[src/rtl/count_step_pkg.sv]
// rtl/count_step_pkg.sv - shared states, direction/BCD constants and BCD step arithmetic for count_step_ctrl
package count_step_pkg;

    typedef enum logic [1:0] {
        IDLE   = 2'd0,
        HOLD   = 2'd1,
        REPEAT = 2'd2
    } state_t;

    localparam logic DIR_UP   = 1'b1;
    localparam logic DIR_DOWN = 1'b0;

    localparam logic [3:0] BCD_DIGIT_MAX = 4'd9;
    localparam logic [3:0] BCD_DIGIT_MIN = 4'd0;

    // Timer must span the longer of the two intervals.
    function automatic int timer_width(input int hold_cycles, input int repeat_cycles);
        return $clog2((hold_cycles > repeat_cycles) ? hold_cycles : repeat_cycles);
    endfunction

    // One BCD step of a two-digit count {tens, ones}, wrapping between 00 and max_bcd.
    // The current value is assumed valid (<= max_bcd, digits 0..9).
    function automatic logic [7:0] bcd_step(input logic [7:0] cur, input logic up,
                                            input logic [7:0] max_bcd);
        logic [3:0] tens;
        logic [3:0] ones;
        tens = cur[7:4];
        ones = cur[3:0];
        if (up == DIR_UP) begin
            if (cur == max_bcd) begin
                tens = BCD_DIGIT_MIN;
                ones = BCD_DIGIT_MIN;
            end else if (ones == BCD_DIGIT_MAX) begin
                tens = tens + 4'd1;
                ones = BCD_DIGIT_MIN;
            end else begin
                ones = ones + 4'd1;
            end
        end else begin
            if (cur == 8'h00) begin
                tens = max_bcd[7:4];
                ones = max_bcd[3:0];
            end else if (ones == BCD_DIGIT_MIN) begin
                tens = tens - 4'd1;
                ones = BCD_DIGIT_MAX;
            end else begin
                ones = ones - 4'd1;
            end
        end
        return {tens, ones};
    endfunction

endpackage

[src/rtl/hold_repeat_timer.sv]
// rtl/hold_repeat_timer.sv - shared hold/auto-repeat interval timer for count_step_ctrl
module hold_repeat_timer
    import count_step_pkg::*;
#(
    parameter int HOLD_CYCLES   = 12_500_000,
    parameter int REPEAT_CYCLES = 2_500_000
) (
    input  logic i_Clk,
    input  logic i_Reset,
    input  logic i_Clear,
    input  logic i_Run,
    output logic o_Hold_Done,
    output logic o_Repeat_Tick
);

    localparam int TIMER_W = timer_width(HOLD_CYCLES, REPEAT_CYCLES);
    localparam logic [TIMER_W-1:0] HOLD_LAST   = TIMER_W'(HOLD_CYCLES - 1);
    localparam logic [TIMER_W-1:0] REPEAT_LAST = TIMER_W'(REPEAT_CYCLES - 1);

    logic [TIMER_W-1:0] r_Timer;

    // Count cycles while running; clear has priority so the controller can restart an interval.
    always_ff @(posedge i_Clk or posedge i_Reset) begin
        if (i_Reset) begin
            r_Timer <= '0;
        end else if (i_Clear) begin
            r_Timer <= '0;
        end else if (i_Run) begin
            r_Timer <= r_Timer + TIMER_W'(1);
        end
    end

    assign o_Hold_Done   = (r_Timer == HOLD_LAST);
    assign o_Repeat_Tick = (r_Timer == REPEAT_LAST);

endmodule

[src/rtl/count_step_ctrl.sv]
// rtl/count_step_ctrl.sv - up/down button step controller owning the BCD count; auto-repeat under COUNT_STEP_AUTO_REPEAT_EN
module count_step_ctrl
    import count_step_pkg::*;
#(
    parameter int HOLD_CYCLES   = 12_500_000,
    parameter int REPEAT_CYCLES = 2_500_000,
    parameter int MAX_COUNT     = 99
) (
    input  logic       i_Clk,
    input  logic       i_Reset,
    input  logic       i_Switch_Up,
    input  logic       i_Switch_Down,
    output logic [3:0] o_Digit_Ones,
    output logic [3:0] o_Digit_Tens,
    output logic       o_Step,
    output logic       o_Dir
);

    localparam logic [7:0] MAX_BCD = {4'(MAX_COUNT / 10), 4'(MAX_COUNT % 10)};

    if (HOLD_CYCLES < 2 || REPEAT_CYCLES < 1 || MAX_COUNT < 1 || MAX_COUNT > 99) begin : g_bad_params
        $error("count_step_ctrl: parameter out of range");
    end

    state_t     r_State;
    logic       r_Active;
    logic       r_Up_Prev;
    logic       r_Down_Prev;
    logic [7:0] r_Count;

    logic up_press;
    logic down_press;
    logic active_level;

    assign up_press     = i_Switch_Up & ~r_Up_Prev;
    assign down_press   = i_Switch_Down & ~r_Down_Prev;
    assign active_level = (r_Active == DIR_UP) ? i_Switch_Up : i_Switch_Down;

`ifdef COUNT_STEP_AUTO_REPEAT_EN
    logic timer_run;
    logic timer_clear;
    logic hold_done;
    logic repeat_tick;

    // Timer runs only while the latched button is held; it restarts at each hold/repeat step.
    assign timer_run   = (r_State != IDLE) && active_level;
    assign timer_clear = !timer_run
                       || ((r_State == HOLD) && hold_done)
                       || ((r_State == REPEAT) && repeat_tick);

    hold_repeat_timer #(
        .HOLD_CYCLES   (HOLD_CYCLES),
        .REPEAT_CYCLES (REPEAT_CYCLES)
    ) u_timer (
        .i_Clk         (i_Clk),
        .i_Reset       (i_Reset),
        .i_Clear       (timer_clear),
        .i_Run         (timer_run),
        .o_Hold_Done   (hold_done),
        .o_Repeat_Tick (repeat_tick)
    );
`endif

    // Press arbitration, hold/repeat sequencing and count update with registered step/dir outputs.
    always_ff @(posedge i_Clk or posedge i_Reset) begin
        if (i_Reset) begin
            r_State     <= IDLE;
            r_Active    <= DIR_UP;
            r_Up_Prev   <= 1'b0;
            r_Down_Prev <= 1'b0;
            r_Count     <= 8'h00;
            o_Step      <= 1'b0;
            o_Dir       <= DIR_UP;
        end else begin
            r_Up_Prev   <= i_Switch_Up;
            r_Down_Prev <= i_Switch_Down;
            o_Step      <= 1'b0;
            case (r_State)
                IDLE: begin
                    if (up_press) begin
                        r_Count  <= bcd_step(r_Count, DIR_UP, MAX_BCD);
                        o_Step   <= 1'b1;
                        o_Dir    <= DIR_UP;
                        r_Active <= DIR_UP;
                        r_State  <= HOLD;
                    end else if (down_press) begin
                        r_Count  <= bcd_step(r_Count, DIR_DOWN, MAX_BCD);
                        o_Step   <= 1'b1;
                        o_Dir    <= DIR_DOWN;
                        r_Active <= DIR_DOWN;
                        r_State  <= HOLD;
                    end
                end
                HOLD: begin
                    if (!active_level) begin
                        r_State <= IDLE;
                    end
`ifdef COUNT_STEP_AUTO_REPEAT_EN
                    else if (hold_done) begin
                        r_Count <= bcd_step(r_Count, r_Active, MAX_BCD);
                        o_Step  <= 1'b1;
                        o_Dir   <= r_Active;
                        r_State <= REPEAT;
                    end
`endif
                end
                REPEAT: begin
                    if (!active_level) begin
                        r_State <= IDLE;
                    end
`ifdef COUNT_STEP_AUTO_REPEAT_EN
                    else if (repeat_tick) begin
                        r_Count <= bcd_step(r_Count, r_Active, MAX_BCD);
                        o_Step  <= 1'b1;
                        o_Dir   <= r_Active;
                    end
`endif
                end
                default: begin
                    r_State <= IDLE;
                end
            endcase
        end
    end

    assign o_Digit_Tens = r_Count[7:4];
    assign o_Digit_Ones = r_Count[3:0];

endmodule
[config.mk]
export PLATFORM = sky130hd
export DESIGN_NAME = count_step_ctrl
export DESIGN_NICKNAME = d
export VERILOG_FILES = /design/src/rtl/count_step_pkg.sv /design/src/rtl/hold_repeat_timer.sv /design/src/rtl/count_step_ctrl.sv
export SDC_FILE = /design/constraint.sdc
export NUM_CORES = 1
export LEC_CHECK = 0
export CAP_MARGIN = 20
export CORE_MARGIN = 5
export CORE_UTILIZATION = 54
export CTS_CLUSTER_SIZE = 28
export DETAILED_ROUTE_END_ITERATION = 10
export DONT_BUFFER_PORTS = 1
export GPL_TIMING_DRIVEN = 0
export PLACE_DENSITY = 0.72
export SLEW_MARGIN = 25
export SYNTH_ARGS = -nofsm -noshare
export SYNTH_HDL_FRONTEND = slang
export SYNTH_SLANG_ARGS = --single-unit
export TNS_END_PERCENT = 1
[constraint.sdc]
create_clock -name i_Clk -period 1.7 [get_ports i_Clk]
set_clock_uncertainty 0.2 [all_clocks]
set_input_delay 0.17 -clock i_Clk [delete_from_list [all_inputs] [get_ports i_Clk]]
set_output_delay 0.17 -clock i_Clk [all_outputs]
set_load 0.02 [all_outputs]
==> results of run 1 <==
## per-stage QoR
stage	hold slack (ns)	TNS, ns
2_1_floorplan	-0.1540	-0.4293
3_3_place_gp	-0.08382	-1.187
3_5_place_dp	-0.08955	-1.283
4_1_cts	0.09222	-1.110
5_1_grt	0.1166	-1.989
6_report	0.09867	-1.491
## power by group through the flow
stage	Sequential, uW	Combinational (uW)	Clock, uW
after floorplan	702	552	0
after global placement	741	636	0
after detailed placement	746	649	0
after CTS	745	780	200
after global routing	773	952	224
final	744	868	194
## synth_stat cells, drive strengths merged
master    n  share of area
nand3     5          0.028
nand2b    3          0.021
inv       6          0.025
o31ai     3          0.025
nor2      7          0.030
a21oi     6          0.034
o311ai    1         0.0099
a21boi    1         0.0085
dfrtp    12           0.34
mux2      2          0.030
nand4     1         0.0071
nand3b    3          0.040
a21o      2          0.018
and2      1         0.0071
a311oi    1         0.0099
nand2     8          0.034
a2bb2oi   1         0.0099
dfstp     1          0.030
buf       2          0.018
or4       1          0.013
nor3b     2          0.023
o21ai    12          0.068
and2b     1          0.011
a211o     1         0.0099
ha        6          0.085
clkbuf    2          0.020
a32oi     1         0.0099
or3       1          0.013
a31oi     3          0.021
## worst paths after layout
| check | end |
|---|---|
| setup / recovery | r_Count[5] |
| hold / removal | r_State[0] |
| setup reg to reg | r_Count[5] |
| hold reg to reg | r_Active |
| max in group asynchronous | r_Count[3] |
| min in group asynchronous | r_State[0] |
## per-layer routing
layer,GRT usage,vias to the layer above,wire length (microns)
met5,0,-,0
met4,0.05106,0,12
met3,0.02959,4,108
met2,0.2459,25,934
met1,0.2318,376,908
li1,-,381,-
## area by class of cell
cell class | instances | area share
buffer | 4 | 0.03093
clock buffer | 4 | 0.02405
inverter | 6 | 0.02062
multi-input combinational | 73 | 0.5017
sequential | 13 | 0.3047
tap | 16 | 0.01833
timing repair buffer | 13 | 0.09966
## worst max-delay path: cells and delay by family, from the launching register on
family                     cells  cell delay [ns]
adders and majority gates      1             0.15
and+or+nand+nor                3             0.52
buffers and inverters          2             0.22
DFF                            1             0.49
AOI/OAI and AO/OA              2             0.30
## placed cells by master (no fill, tap or decap), drive strengths merged, types with 2 or more instances in the layout
cell          n
o31ai         3
mux2          2
a21oi         6
clkbuf        6
nand3         5
nand2         8
buf          12
o21ai        12
a31oi         3
nor3b         2
inv           6
dlygate4sd3   3
ha            6
nand3b        3
nor2          7
a21o          2
nand2b        3
dfrtp        12
## state kept, by name, indices dropped and copies added, names as in the netlist
| register | count |
|---|---|
| r_Up_Prev | 1 |
| r_State | 1 |
| r_Active | 1 |
| r_Count | 8 |
| r_Down_Prev | 1 |
| o_Step | 1 |
## kinds of logic after synthesis
family / count (synthesis) / share of synthesized area
AND/OR/NAND/NOR: 33 / 0.2266
AO/OA/AOI/OAI: 32 / 0.2252
flip-flops: 13 / 0.3697
buffers and inverters: 10 / 0.06372
adder cells (fa/ha/maj): 6 / 0.08498
multiplexers: 2 / 0.02974
## timing repair
action,CTS,global route
hold buffers,3,0
buffers inserted,5,5
setup endpoints to repair,5,8
pin swaps,4,4
resized for setup,6,7
endpoints found under the hold margin,17,0
==> impl_metrics.ini, run 1 <==
[die]
placement_rows = 14
die_area_sq_um = 2545
die-width_microns = 50.45
initial_core_util = 0.5796
coreArea_sq_um = 1524
io_pins = 14
die_h_microns = 50.45

[grt]
grt_max_degree = 14
overflow = 0
grt_pass1_vias = 679
antenna_found_initial = 0
grt_first_pass_wirelength_mm = 3.270
grtUsageTotal = 0.1621

[critical_path]
cp-end-kind = flop
cpPeakStageDelay_ns = 0.49
path_class = flop to flop
rr_startpoint = r_Count[1]
arrival_ns = 1.95
crit_required_ns = 1.65
crit_start = r_Count[1]
r2r_cells = 8
critPathMaxFanout = 5
cp_cell_sequence = inv_2, buf_6, ha_4, nor3b_4, nand3_2, nor3b_2, a311oi_1, a21oi_1
cp_slowest_cell = dfrtp_2
worstSetupStartpointType = flop
rrSetupSlack_ns = -0.30

[placed_design]
hpwl_mm = 1.255
post-place-ws_ns = -0.3904
io_buffers = 0
post_dp_cell_area_sq_um = 920.9
gp_congestion = 0.7522
placed_cells = 112

[route]
wirelength_mm = 1.963
vias = 786
routedWlPerCell_microns = 15.22
drt-initial-drc-count = 32
viasPerCell = 6.093
drc = 0
firstDrtPassIters = 4
drtAntennaViolNets = 0

[sta]
setup_violations = 6
hold_viol_final = 0
fmax_ghz = 0.5000
slew_headroom = 0.6786
rsz0062_at_grt = true
worst_pin_slew_ns = 0.4816
fin_crit_ns = 2.000
setup_slack_ns = -0.2999
finalMaxSlewViolations = 0
period_share = 1.176

[logic_synthesis]
netlist_instances = 96
synth.avg_cell_area_sq_um = 9.202
ys_seq_area_frac = 0.3697
syn-num-nets = 106
ys_warn_count = 0
ys_seq_elements = 13
yosysUniqueCellTypes = 36
synth_area_sq_um = 883.3

[layout]
syn_to_final_growth_pct = 23.65
stdcell_count = 129
design_area_sq_um = 1092
multi_input_area_sq_um = 548.0
n_fill_cell = 108
drive_gt1_frac = 0.3451
utilization = 0.7167
n_antenna_cell = 0
seq_area_sq_um = 332.8
final_nets = 124

[power]
pwr-share-seq = 0.412
p_clk_frac = 0.108
sw_frac_of_total = 0.4559
ir_drop_uv = 950.7
internal_power_uw = 983.0
power.density_nw_per_um2 = 1654
p_leak_uw = 0.0004605
comb_power_share = 0.480
p_total_uw = 1807
p_sw_uw = 823.5

[hold_path]
min_path_type = input port to flop
holdPathStages = 3
min_from = i_Switch_Up

[clocking]
htreeDepth = 1
cts_root_buf = clkbuf_4
cts_tree = yes
cts_buffers = 3
insertion_delay_ns = 0.27
clk_pin_slew_ns = 0.08
clk_path_buf_depth = 2
clock-sinks = 13

[outcome]
status = complete, but fails checks
violations = setup timing

[flow_run]
max-cap-violations = 0
(Power assumes the default switching activity.)
==> run 2, diff against run 1 <==
Settings changed: CORE_MARGIN 5 to unset, CTS_CLUSTER_SIZE 28 to 12.
==> impl_metrics.ini, run 2 (synthesis gave the netlist of run 1 again) <==
[grt]
grt_use_met2 = 0.3723
overflow = 0
grt_pass1_vias = 712
grt_first_pass_wirelength_mm = 3.056
busiest_layer = met2
grtUsageTotal = 0.2268
global_route.usage.met3 = 0.09483
grt.met1_usage = 0.2747
antenna_found_initial = 0
grt_max_degree = 14

[placed_design]
post_dp_cell_area_sq_um = 920.9
hpwl_mm = 1.244
io_buffers = 0
gp_congestion = 0.7962

[hold_path]
min_path_type = input port to flop
min_from = i_Switch_Up
hold_path_end = r_State[0]
holdPathStages = 3

[critical_path]
rrSetupSlack_ns = -0.25
r2r_cells = 7
path_class = flop to flop
cp-end-kind = flop
worstSetupStartpointType = flop
arrival_ns = 1.92
crit_required_ns = 1.66
rr_startpoint = r_Count[1]
critPathMaxFanout = 5
worstReg2RegEnd = r_Count[7]

[route]
firstDrtPassIters = 4
vias = 734
drtAntennaViolNets = 0
wirelength_mm = 1.843
drt-initial-drc-count = 8
routedWlPerCell_microns = 14.98
drc = 0
viasPerCell = 5.967

[power]
sw_frac_of_total = 0.4640
p_total_uw = 1747
p_sw_uw = 810.6
internal_power_uw = 936.5
p_clk_frac = 0.106
comb_power_share = 0.468
power.density_nw_per_um2 = 1653
p_leak_uw = 0.0004334
ir_drop_uv = 871.2
pwr-share-seq = 0.425

[die]
coreArea_sq_um = 1524
die-width_microns = 42.45
die_h_microns = 42.45
die_area_sq_um = 1802
initial_core_util = 0.5796
io_pins = 14
placement_rows = 14

[layout]
n_antenna_cell = 0
regMostFlops = r_Count
design_area_sq_um = 1057
final_cell_mix = nand2_1 (8), o21ai_0 (8), nor2_1 (7), dfrtp_1 (7), a21oi_1 (6)
n_fill_cell = 116
largest_reg_flops = 8
final_nets = 118
drive_gt1_frac = 0.3178
syn_to_final_growth_pct = 19.69
utilization = 0.6938

[clocking]
clk_path_buf_depth = 2
htreeDepth = 1
cts_buffers = 3
clk_pin_slew_ns = 0.07
insertion_delay_ns = 0.27
cts_tree = yes
clock-sinks = 13
cts_root_buf = clkbuf_4

[sta]
fin_crit_ns = 1.954
slew_headroom = 0.6770
period_share = 1.149
rsz0062_at_grt = true
setup_violations = 5
fmax_ghz = 0.5118
finalMaxSlewViolations = 0
worst_pin_slew_ns = 0.4839
setup_slack_ns = -0.2540
hold_viol_final = 0
fin_tns_setup_ns = -0.8197

[outcome]
status = complete, but fails checks
violations = setup timing

[flow_run]
max-cap-violations = 0
[run 2: routing by layer]
metal  up-vias  wire length (microns)
met5         -                      0
met4         0                     14
li1        366                      -
met1       340                    833
met3         2                     95
met2        26                    900
[run 2: power groups by stage]
stage	Clock (uW)	Sequential (uW)	Combinational (uW)
2_1_floorplan	0	702	552
3_3_place_gp	0	737	635
3_5_place_dp	0	739	658
4_1_cts	192	742	747
5_1_grt	205	771	912
6_report	186	743	818
[run 2: stage by stage]
step	std cells	worst slack, ns	hold WS [ns]
2_1_floorplan	96	-0.1652	-0.1540
4_1_cts	121	-0.2959	0.09580
3_3_place_gp	112	-0.3694	-0.09877
5_1_grt	123	-0.3572	0.1547
6_report	123	-0.2540	0.1206
3_5_place_dp	112	-0.3526	-0.09290
[run 2: how the worst max path moves through the flow]
stage / from / to / slack (ns) / cells after the start
6_report: r_Count[1] / r_Count[7] / -0.25 / 7
4_1_cts: r_Count[1] / r_Count[7] / -0.30 / 7
3_3_place_gp: r_Count[0] / r_Count[7] / -0.37 / 7
3_5_place_dp: r_Count[0] / r_Count[7] / -0.35 / 7
5_1_grt: r_Count[0] / r_Count[7] / -0.36 / 7
2_1_floorplan: r_Count[1] / r_Count[7] / -0.17 / 7
[run 2: critical path, stage by stage, from the launching register on]
cell and delay, ns:
dfrtp_2 0.49, inv_4 0.11, ha_4 0.15, nand3b_4 0.08
or3_4 0.36, mux2_4 0.27, o21ai_2 0.10, a2bb2oi_1 0.07
[run 2: layout make-up]
cell class,instances,area [sq um],area share
plain buffers,4,33.78,0.03195
clock buffers,4,26.28,0.02485
inverters,6,25.02,0.02367
multi-input cells,73,559.3,0.5290
flip-flops and latches,13,332.8,0.3148
well taps,16,20.02,0.01893
repair buffers,7,60.06,0.05680
[run 2: timing repair]
item	4_1_cts	5_1_grt
hold endpoints to repair	17	0
setup buffers	2	2
hold buffers	3	0
pin swaps	3	4
resized for setup	7	9
endpoints found under the setup margin	6	8
